===== src/rtl/j_gpuram_arb.sv =====
// GPU local RAM arbiter/sequencer.
// Shares one RAM port between the GPU core (priority) and the host bus. All
// RAM control is registered. Read data comes back with a one-cycle valid pulse,
// and a starvation counter guarantees that the host makes forward progress.
//
// Handshake (valid/ready): a requester drives req plus its fields (we, addr,
// wdata). The arbiter samples them on every rising edge. The edge that grants a
// request also raises that requester's ack for the following cycle, and that
// edge consumes the request. During the ack cycle the requester must either
// present its next request or drop req. Until ack, req and all fields are held.
module j_gpuram_arb #(
  parameter int AW       = 10,
  parameter int DW       = 32,
  parameter int MAX_WAIT = 4
) (
  input  logic          sys_clk,
  input  logic          resetl,
  input  logic          gpu_req,
  input  logic          gpu_we,
  input  logic [AW-1:0] gpu_addr,
  input  logic [DW-1:0] gpu_wdata,
  output logic          gpu_ack,
  output logic          gpu_rvalid,
  output logic [DW-1:0] gpu_rdata,
  input  logic          host_req,
  input  logic          host_we,
  input  logic [AW-1:0] host_addr,
  input  logic [DW-1:0] host_wdata,
  output logic          host_ack,
  output logic          host_rvalid,
  output logic [DW-1:0] host_rdata,
  output logic          ram_en,
  output logic          ram_wel,
  output logic [AW-1:0] ram_a,
  output logic [DW-1:0] ram_din,
  input  logic [DW-1:0] ram_dout,
  output logic          host_starved
);

  localparam logic [3:0] WAIT_MAX = 4'(MAX_WAIT);

  typedef enum logic [1:0] {
    OWN_NONE = 2'd0,
    OWN_GPU  = 2'd1,
    OWN_HOST = 2'd2
  } owner_e;

  // Owner of the access currently on the RAM port. Together with ram_wel_q it
  // forms the read-return pipe stage, so each return routes to whoever issued it.
  owner_e        owner_q, owner_d;
  logic [3:0]    wait_q, wait_d;
  logic          ram_en_q, ram_en_d;
  logic          ram_wel_q, ram_wel_d;
  logic [AW-1:0] ram_a_q, ram_a_d;
  logic [DW-1:0] ram_din_q, ram_din_d;
  logic          gpu_ack_q, host_ack_q;
  logic          gpu_rvalid_q, host_rvalid_q, ret_gpu_d, ret_host_d;
  logic [DW-1:0] gpu_rdata_q, host_rdata_q;

  logic          gnt_gpu, gnt_host, gnt_any, sel_we;
  logic [AW-1:0] sel_addr;
  logic [DW-1:0] sel_wdata;

  // Arbitration, issue next-state, starvation counter and read-return routing
  always_comb begin
    gnt_host  = host_req & (~gpu_req | (wait_q == WAIT_MAX));
    gnt_gpu   = gpu_req & ~gnt_host;
    gnt_any   = gnt_gpu | gnt_host;
    sel_we    = gnt_host ? host_we    : gpu_we;
    sel_addr  = gnt_host ? host_addr  : gpu_addr;
    sel_wdata = gnt_host ? host_wdata : gpu_wdata;

    owner_d = OWN_NONE;
    if (gnt_gpu)       owner_d = OWN_GPU;
    else if (gnt_host) owner_d = OWN_HOST;

    ram_en_d  = gnt_any;
    ram_wel_d = ~(gnt_any & sel_we);
    ram_a_d   = gnt_any ? sel_addr  : ram_a_q;
    ram_din_d = gnt_any ? sel_wdata : ram_din_q;

    // The counter only grows while the host is actually waiting, and it
    // saturates so the forced host win stays armed until the host is served.
    wait_d = wait_q;
    if (!host_req || gnt_host)  wait_d = 4'd0;
    else if (wait_q != WAIT_MAX) wait_d = wait_q + 4'd1;

    // A read on the port this cycle (owner set, write enable high) returns next cycle
    ret_gpu_d  = (owner_q == OWN_GPU)  & ram_wel_q;
    ret_host_d = (owner_q == OWN_HOST) & ram_wel_q;
  end

  // State, RAM control, acks and read returns; async reset drops any pending return
  always_ff @(posedge sys_clk or negedge resetl) begin
    if (!resetl) begin
      owner_q       <= OWN_NONE;
      wait_q        <= 4'd0;
      ram_en_q      <= 1'b0;
      ram_wel_q     <= 1'b1;
      ram_a_q       <= '0;
      ram_din_q     <= '0;
      gpu_ack_q     <= 1'b0;
      host_ack_q    <= 1'b0;
      gpu_rvalid_q  <= 1'b0;
      host_rvalid_q <= 1'b0;
      gpu_rdata_q   <= '0;
      host_rdata_q  <= '0;
    end else begin
      owner_q       <= owner_d;
      wait_q        <= wait_d;
      ram_en_q      <= ram_en_d;
      ram_wel_q     <= ram_wel_d;
      ram_a_q       <= ram_a_d;
      ram_din_q     <= ram_din_d;
      gpu_ack_q     <= gnt_gpu;
      host_ack_q    <= gnt_host;
      gpu_rvalid_q  <= ret_gpu_d;
      host_rvalid_q <= ret_host_d;
      if (ret_gpu_d)  gpu_rdata_q  <= ram_dout;
      if (ret_host_d) host_rdata_q <= ram_dout;
    end
  end

  assign gpu_ack      = gpu_ack_q;
  assign host_ack     = host_ack_q;
  assign gpu_rvalid   = gpu_rvalid_q;
  assign host_rvalid  = host_rvalid_q;
  assign gpu_rdata    = gpu_rdata_q;
  assign host_rdata   = host_rdata_q;
  assign ram_en       = ram_en_q;
  assign ram_wel      = ram_wel_q;
  assign ram_a        = ram_a_q;
  assign ram_din      = ram_din_q;
  assign host_starved = (wait_q == WAIT_MAX);

endmodule


===== config.mk =====
export PLATFORM = sky130hd
export DESIGN_NAME = j_gpuram_arb
export DESIGN_NICKNAME = d
export VERILOG_FILES = /design/src/rtl/j_gpuram_arb.sv
export SDC_FILE = /design/constraint.sdc
export NUM_CORES = 1
export LEC_CHECK = 0
export CORE_MARGIN = 2
export CORE_UTILIZATION = 38
export DETAILED_ROUTE_END_ITERATION = 7
export GPL_ROUTABILITY_DRIVEN = 0
export PLACE_DENSITY = 0.76
export SYNTH_ARGS = -nofsm -noshare
export SYNTH_HDL_FRONTEND = slang
export SYNTH_SLANG_ARGS = --single-unit

===== constraint.sdc =====
create_clock -name sys_clk -period 1.49 [get_ports sys_clk]
set_input_delay 0.2235 -clock sys_clk [delete_from_list [all_inputs] [get_ports sys_clk]]
set_output_delay 0.2235 -clock sys_clk [all_outputs]
set_load 0.01 [all_outputs]

== After elaboration in Yosys (flattened, before gate mapping) ==
Index checks and enable logic that the tools add are counted.

* Register bits after elaboration: 118

* Add/sub/neg operators: 1
* Equality and inequality tests: 4
* Muxes and demuxes: 7
* Bitwise operators: 10
* Reduce and logical (&&, ||, !) cells: 3

{| class="wikitable"
|+ Operators with widths
! cell !! number
|-
| two-way mux 32 bit || 1
|-
| two-way mux 10 bit || 1
|-
| two-way mux 4 bit || 2
|-
| AND 1 bit || 5
|-
| adder 4 x 1 -> 4 bit, second input constant || 1
|-
| == test 4 x 3 -> 1 bit, second input constant || 1
|-
| two-way mux 2 bit || 2
|-
| != test 4 x 3 -> 1 bit, second input constant || 1
|-
| inverter 1 bit || 3
|-
| == test 2 x 1 -> 1 bit, second input constant || 1
|-
| == test 2 bit, second input constant || 1
|-
| bitwise OR 1 bit || 2
|-
| nonzero test 2 bit || 1
|-
| zero test 1 bit || 1
|-
| logical OR 1 bit || 1
|-
| two-way mux 1 bit || 1
|}

== Logic depth before layout (Yosys ltp) ==
* Word-level depth: 8
* Depth in mapped cells: 7
* Mapped depth without buffers: 5

== Worst setup path after synthesis ==
Ideal clock, no wire load.

* Path kind: register -> register
* Start point: register wait_q[0]
* End point: register ram_a_q[0] (netlist: ram_a[0])
* Data arrival time: 1.380 ns
* Data required time: 1.417 ns
* Setup slack: 0.037 ns
* Stages on the path, launching flop included: 8
* Path buffers: 2
* Cell sequence: dfrtp_1 > inv_1 > ha_1 > nand4b_4 > and2_1 > buf_4 > buf_6 > a21oi_2

* Longest elaborated chain between the ends: 6

{| class="wikitable"
|+ RTL lines
! element !! RTL line !! source
|-
| from (decl) || 51 || <nowiki>logic [3:0] wait_q, wait_d;</nowiki>
|-
| from (signal assigned) || 110 || <nowiki>wait_q <= wait_d;</nowiki>
|-
| == test 4 x 3 -> 1 bit (*) || 66 || <nowiki>gnt_host = host_req & (~gpu_req | (wait_q == WAIT_MAX));</nowiki>
|-
| bitwise OR 1 bit (*) || 66 ||
|-
| AND 1 bit (*) || 66 ||
|-
| inverter 1 bit || 67 || <nowiki>gnt_gpu = gpu_req & ~gnt_host;</nowiki>
|-
| AND 1 bit || 67 ||
|-
| bitwise OR 1 bit || 68 || <nowiki>gnt_any = gnt_gpu | gnt_host;</nowiki>
|-
| to (signal assigned) || 113 || <nowiki>ram_a_q <= ram_a_d;</nowiki>
|-
| to (decl) || 54 || <nowiki>logic [AW-1:0] ram_a_q, ram_a_d;</nowiki>
|}

Mark *: on every way between the ends. The rest lies on a longest branch, timed or not.
A chain may end at the register's enable or synchronous reset.

== Worst setup path after layout ==
* Start point: register wait_q[1]
* End point: output port host_starved

* Longest elaborated chain between the ends: 1

{| class="wikitable"
|+ RTL lines
! element !! RTL line !! source
|-
| == test 4 x 3 -> 1 bit || 134 || <nowiki>assign host_starved = (wait_q == WAIT_MAX);</nowiki>
|-
| to (decl) || 37 || <nowiki>output logic host_starved</nowiki>
|}

Every way passes these cells.

==> reports/results.txt <==
YS warnings: 0
Peak VDD IR: 0.6734 mV
# IOs: 235
vias in the first global route: 4520
clock power share: 42.7%
Pre-Repair DR Iteration Count: 4
n_diodes: 0
Filler Cell Count: 1031
post-synthesis sequential area ratio: 56.18%
Cell Area, Synth: 0.005214 mm2
Crit Path Class: reg2out
Mean Syn Cell Area: 13.03 um2
Post-Syn Nets: 524
final setup TNS: -0.3062 ns
Unique masters post-synth: 25
status: finished with violations
pin count of the biggest net entering global routing: 38
Rel. slew slack: 64.92%
Std-Cell Rows: 42
CTS clk-pin slew, worst paths: 0.06 ns
Max Root-Sink Buffers: 2
Comb pwr share: 21.3%
Leakage: 0.003859 uW
min cycle time layout: 1.574 ns
starting DRC count in detailed routing: 161
first-pass GRT wire length: 23480 um
DRT antenna net count: 0
via/cell ratio: 5.023
layout cells sized above 1: 34.73%
crit path cell chain: inv_1, ha_2, nand2_2, nor2_4, buf_6
FMAX: 635.4 MHz
Die Width: 121.1 um
CP Max Fanout: 2
grt total ovfl: 0
final instance area: 0.008703 mm2
slowest cell delay on critical path: 0.38 ns
Int Power: 8148 uW
vias: 4239
Root Buffer: clkbuf_16
Total Power: 10880 uW
Fin. Hold Viols: 0
dpl ws: -0.1415 ns
Crit. End Element: output port
Slowest cell on crit path: dfrtp_1
Tcrit/Tclk final: 105.6%
final worst setup slack: -0.08369 ns
CTS buffer count: 17
NetSw: 2728 uW
failing checks: setup timing
die height: 121.1 um
Final Slew Violations: 0
post-synthesis register bit count: 117
initial antenna violation count: 0
RSZ-0062 raised after global routing: true
register share of total power: 36.0%
Initial Util: 39.22%
H-tree depth: 4
routed wire length: 15040 um
input/output buffers: 234
WL per Instance: 17.82 um
worst skew pair latency: 0.41 ns
DIE AREA: 0.01467 mm2
Pwr per Cell Area: 1250 mW/mm2
CP arrival: 1.35 ns
CTS Sinks: 117
final setup violation count: 24
placed cell areas: 0.007871 mm2
DP HPWL: 10580 um
Worst setup SP type: flop
max-cap violation count: 0
Area Overhead vs Synth: 66.93%
Setup Skew: 0.006714 ns
Worst-Margin Slew: 0.5262 ns
nets@finish: 779
CORE AREA: 0.01330 mm2
worst min path class: in2async
DRC: 0
CTS tree: yes
Synth Instances: 400
Worst EP required: 1.27 ns
cells on worst reg2reg path: 7
Total GRT Usage: 20.88%
Net Sw Frac: 25.08%
==> per-stage QoR <==
step	hold WS, ns	utilization [%]	cells
final	0.3373	65.46	844
after global routing	0.3454	65.46	844
after CTS	0.3277	64.48	842
after detailed placement	0.2290	59.20	806
after global placement	0.2248	59.20	806
after floorplan	-0.07209	-	400
==> sequential cells by signal, indices dropped and copies added (netlist names) <==
register	count
owner_q	2
host_rdata	32
ram_wel	1
host_rvalid	1
ram_din	32
ram_a	10
gpu_rdata	32
ram_en	1
wait_q	4
host_ack	1
gpu_rvalid	1
==> layout make-up <==
cell class	instances	area, um2	area share (%)
timing repair buffer	261	2586	29.72
multi-input combinational	210	2111	24.25
inverter	48	180.2	2.070
sequential	117	2929	33.65
clock inverter	14	247.7	2.846
tap	176	220.2	2.530
clock buffer	18	429.2	4.931
==> routing by layer <==
metal	GRT usage (%)	vias to the layer above	part of all wire [%]
li1	-	1919	-
met1	23.10	2093	38
met2	36.69	206	50
met3	7.848	21	10
met4	7.328	0	1.8
met5	0	-	0
==> power by group through the flow <==
stage | combinational, uW | sequential (uW) | clock, uW
after floorplan | 747 | 4180 | 0
after global placement | 2510 | 3950 | 0
after detailed placement | 2580 | 3980 | 0
after CTS | 2300 | 3910 | 4730
after global routing | 2490 | 3970 | 4890
final | 2320 | 3910 | 4650
==> cells in the final DEF, fill, tap and decap left out, types with 2 or more instances in the layout <==
| cell type | count |
|---|---|
| clkdlybuf4s50_1 | 119 |
| bufinv_16 | 6 |
| inv_1 | 48 |
| inv_6 | 2 |
| nand3b_1 | 2 |
| mux2_2 | 106 |
| a21oi_4 | 2 |
| clkinv_4 | 4 |
| dfrtp_1 | 116 |
| buf_12 | 8 |
| clkbuf_16 | 20 |
| a21oi_2 | 40 |
| o22ai_2 | 14 |
| dlygate4sd2_1 | 111 |
| buf_6 | 2 |
| buf_4 | 13 |
| nor2_1 | 4 |
| clkinvlp_4 | 2 |
| o22ai_1 | 27 |
==> worst max-delay path: cells and delay by family (launching register included) <==
family	cells	cell delay, ns
fa+ha+maj	1	0.19
flops	1	0.38
buf+inv	2	0.18
simple gates	2	0.19
==> cells in the mapped netlist (all sizes together) <==
cell type,number,area (um2)
a21oi,42,352.8
a22oi,1,12.51
and2,1,6.260
buf,17,113.9
clkbuf,8,30.03
dfrtp,116,2903
dfstp,1,26.28
ha,2,25.02
inv,48,180.2
mux2,106,1194
nand2,1,3.750
nand3,1,5.000
nand3b,2,15.01
nand4b,1,23.77
nor2,5,18.77
o211ai,1,7.510
o21ai,2,10.01
o22ai,42,262.8
or2,1,6.260
xnor2,1,8.760
xor2,1,8.760
==> kinds of logic after synthesis <==
kind of cell / after synthesis / synth area share, %
flip-flops: 117 / 56.18
multiplexers: 106 / 22.89
AO/OA/AOI/OAI: 88 / 12.38
buffers and inverters: 73 / 6.215
AND/OR/NAND/NOR: 12 / 1.512
XOR/XNOR: 2 / 0.3360
adder cells (fa/ha/maj): 2 / 0.4799
==> final timing paths <==
path / from / to / slack [ns]
hold reg to reg: gpu_rdata[16]$_DFFE_PN0P_ / gpu_rdata[16]$_DFFE_PN0P_ / 0.50
max in group asynchronous: resetl / host_rdata[29]$_DFFE_PN0P_ / 0.58
setup reg to reg: wait_q[1]$_DFFE_PN0P_ / ram_din[25]$_DFFE_PN0N_ / -0.03
min in group sys_clk: gpu_wdata[19] / ram_din[19]$_DFFE_PN0N_ / 0.35
hold / removal: resetl / gpu_rdata[22]$_DFFE_PN0P_ / 0.34
setup / recovery: wait_q[1]$_DFFE_PN0P_ / host_starved / -0.08
==> what timing repair did <==
item                                    4_1_cts  5_1_grt
gates cloned                                  1        3
resized for setup                           142       15
hold buffers                                  1        0
pin swaps                                     2       14
buffers inserted                              2        0
endpoints found under the hold margin        30        0
endpoints found under the setup margin      156       42
Power figures use the tool's default switching activity.
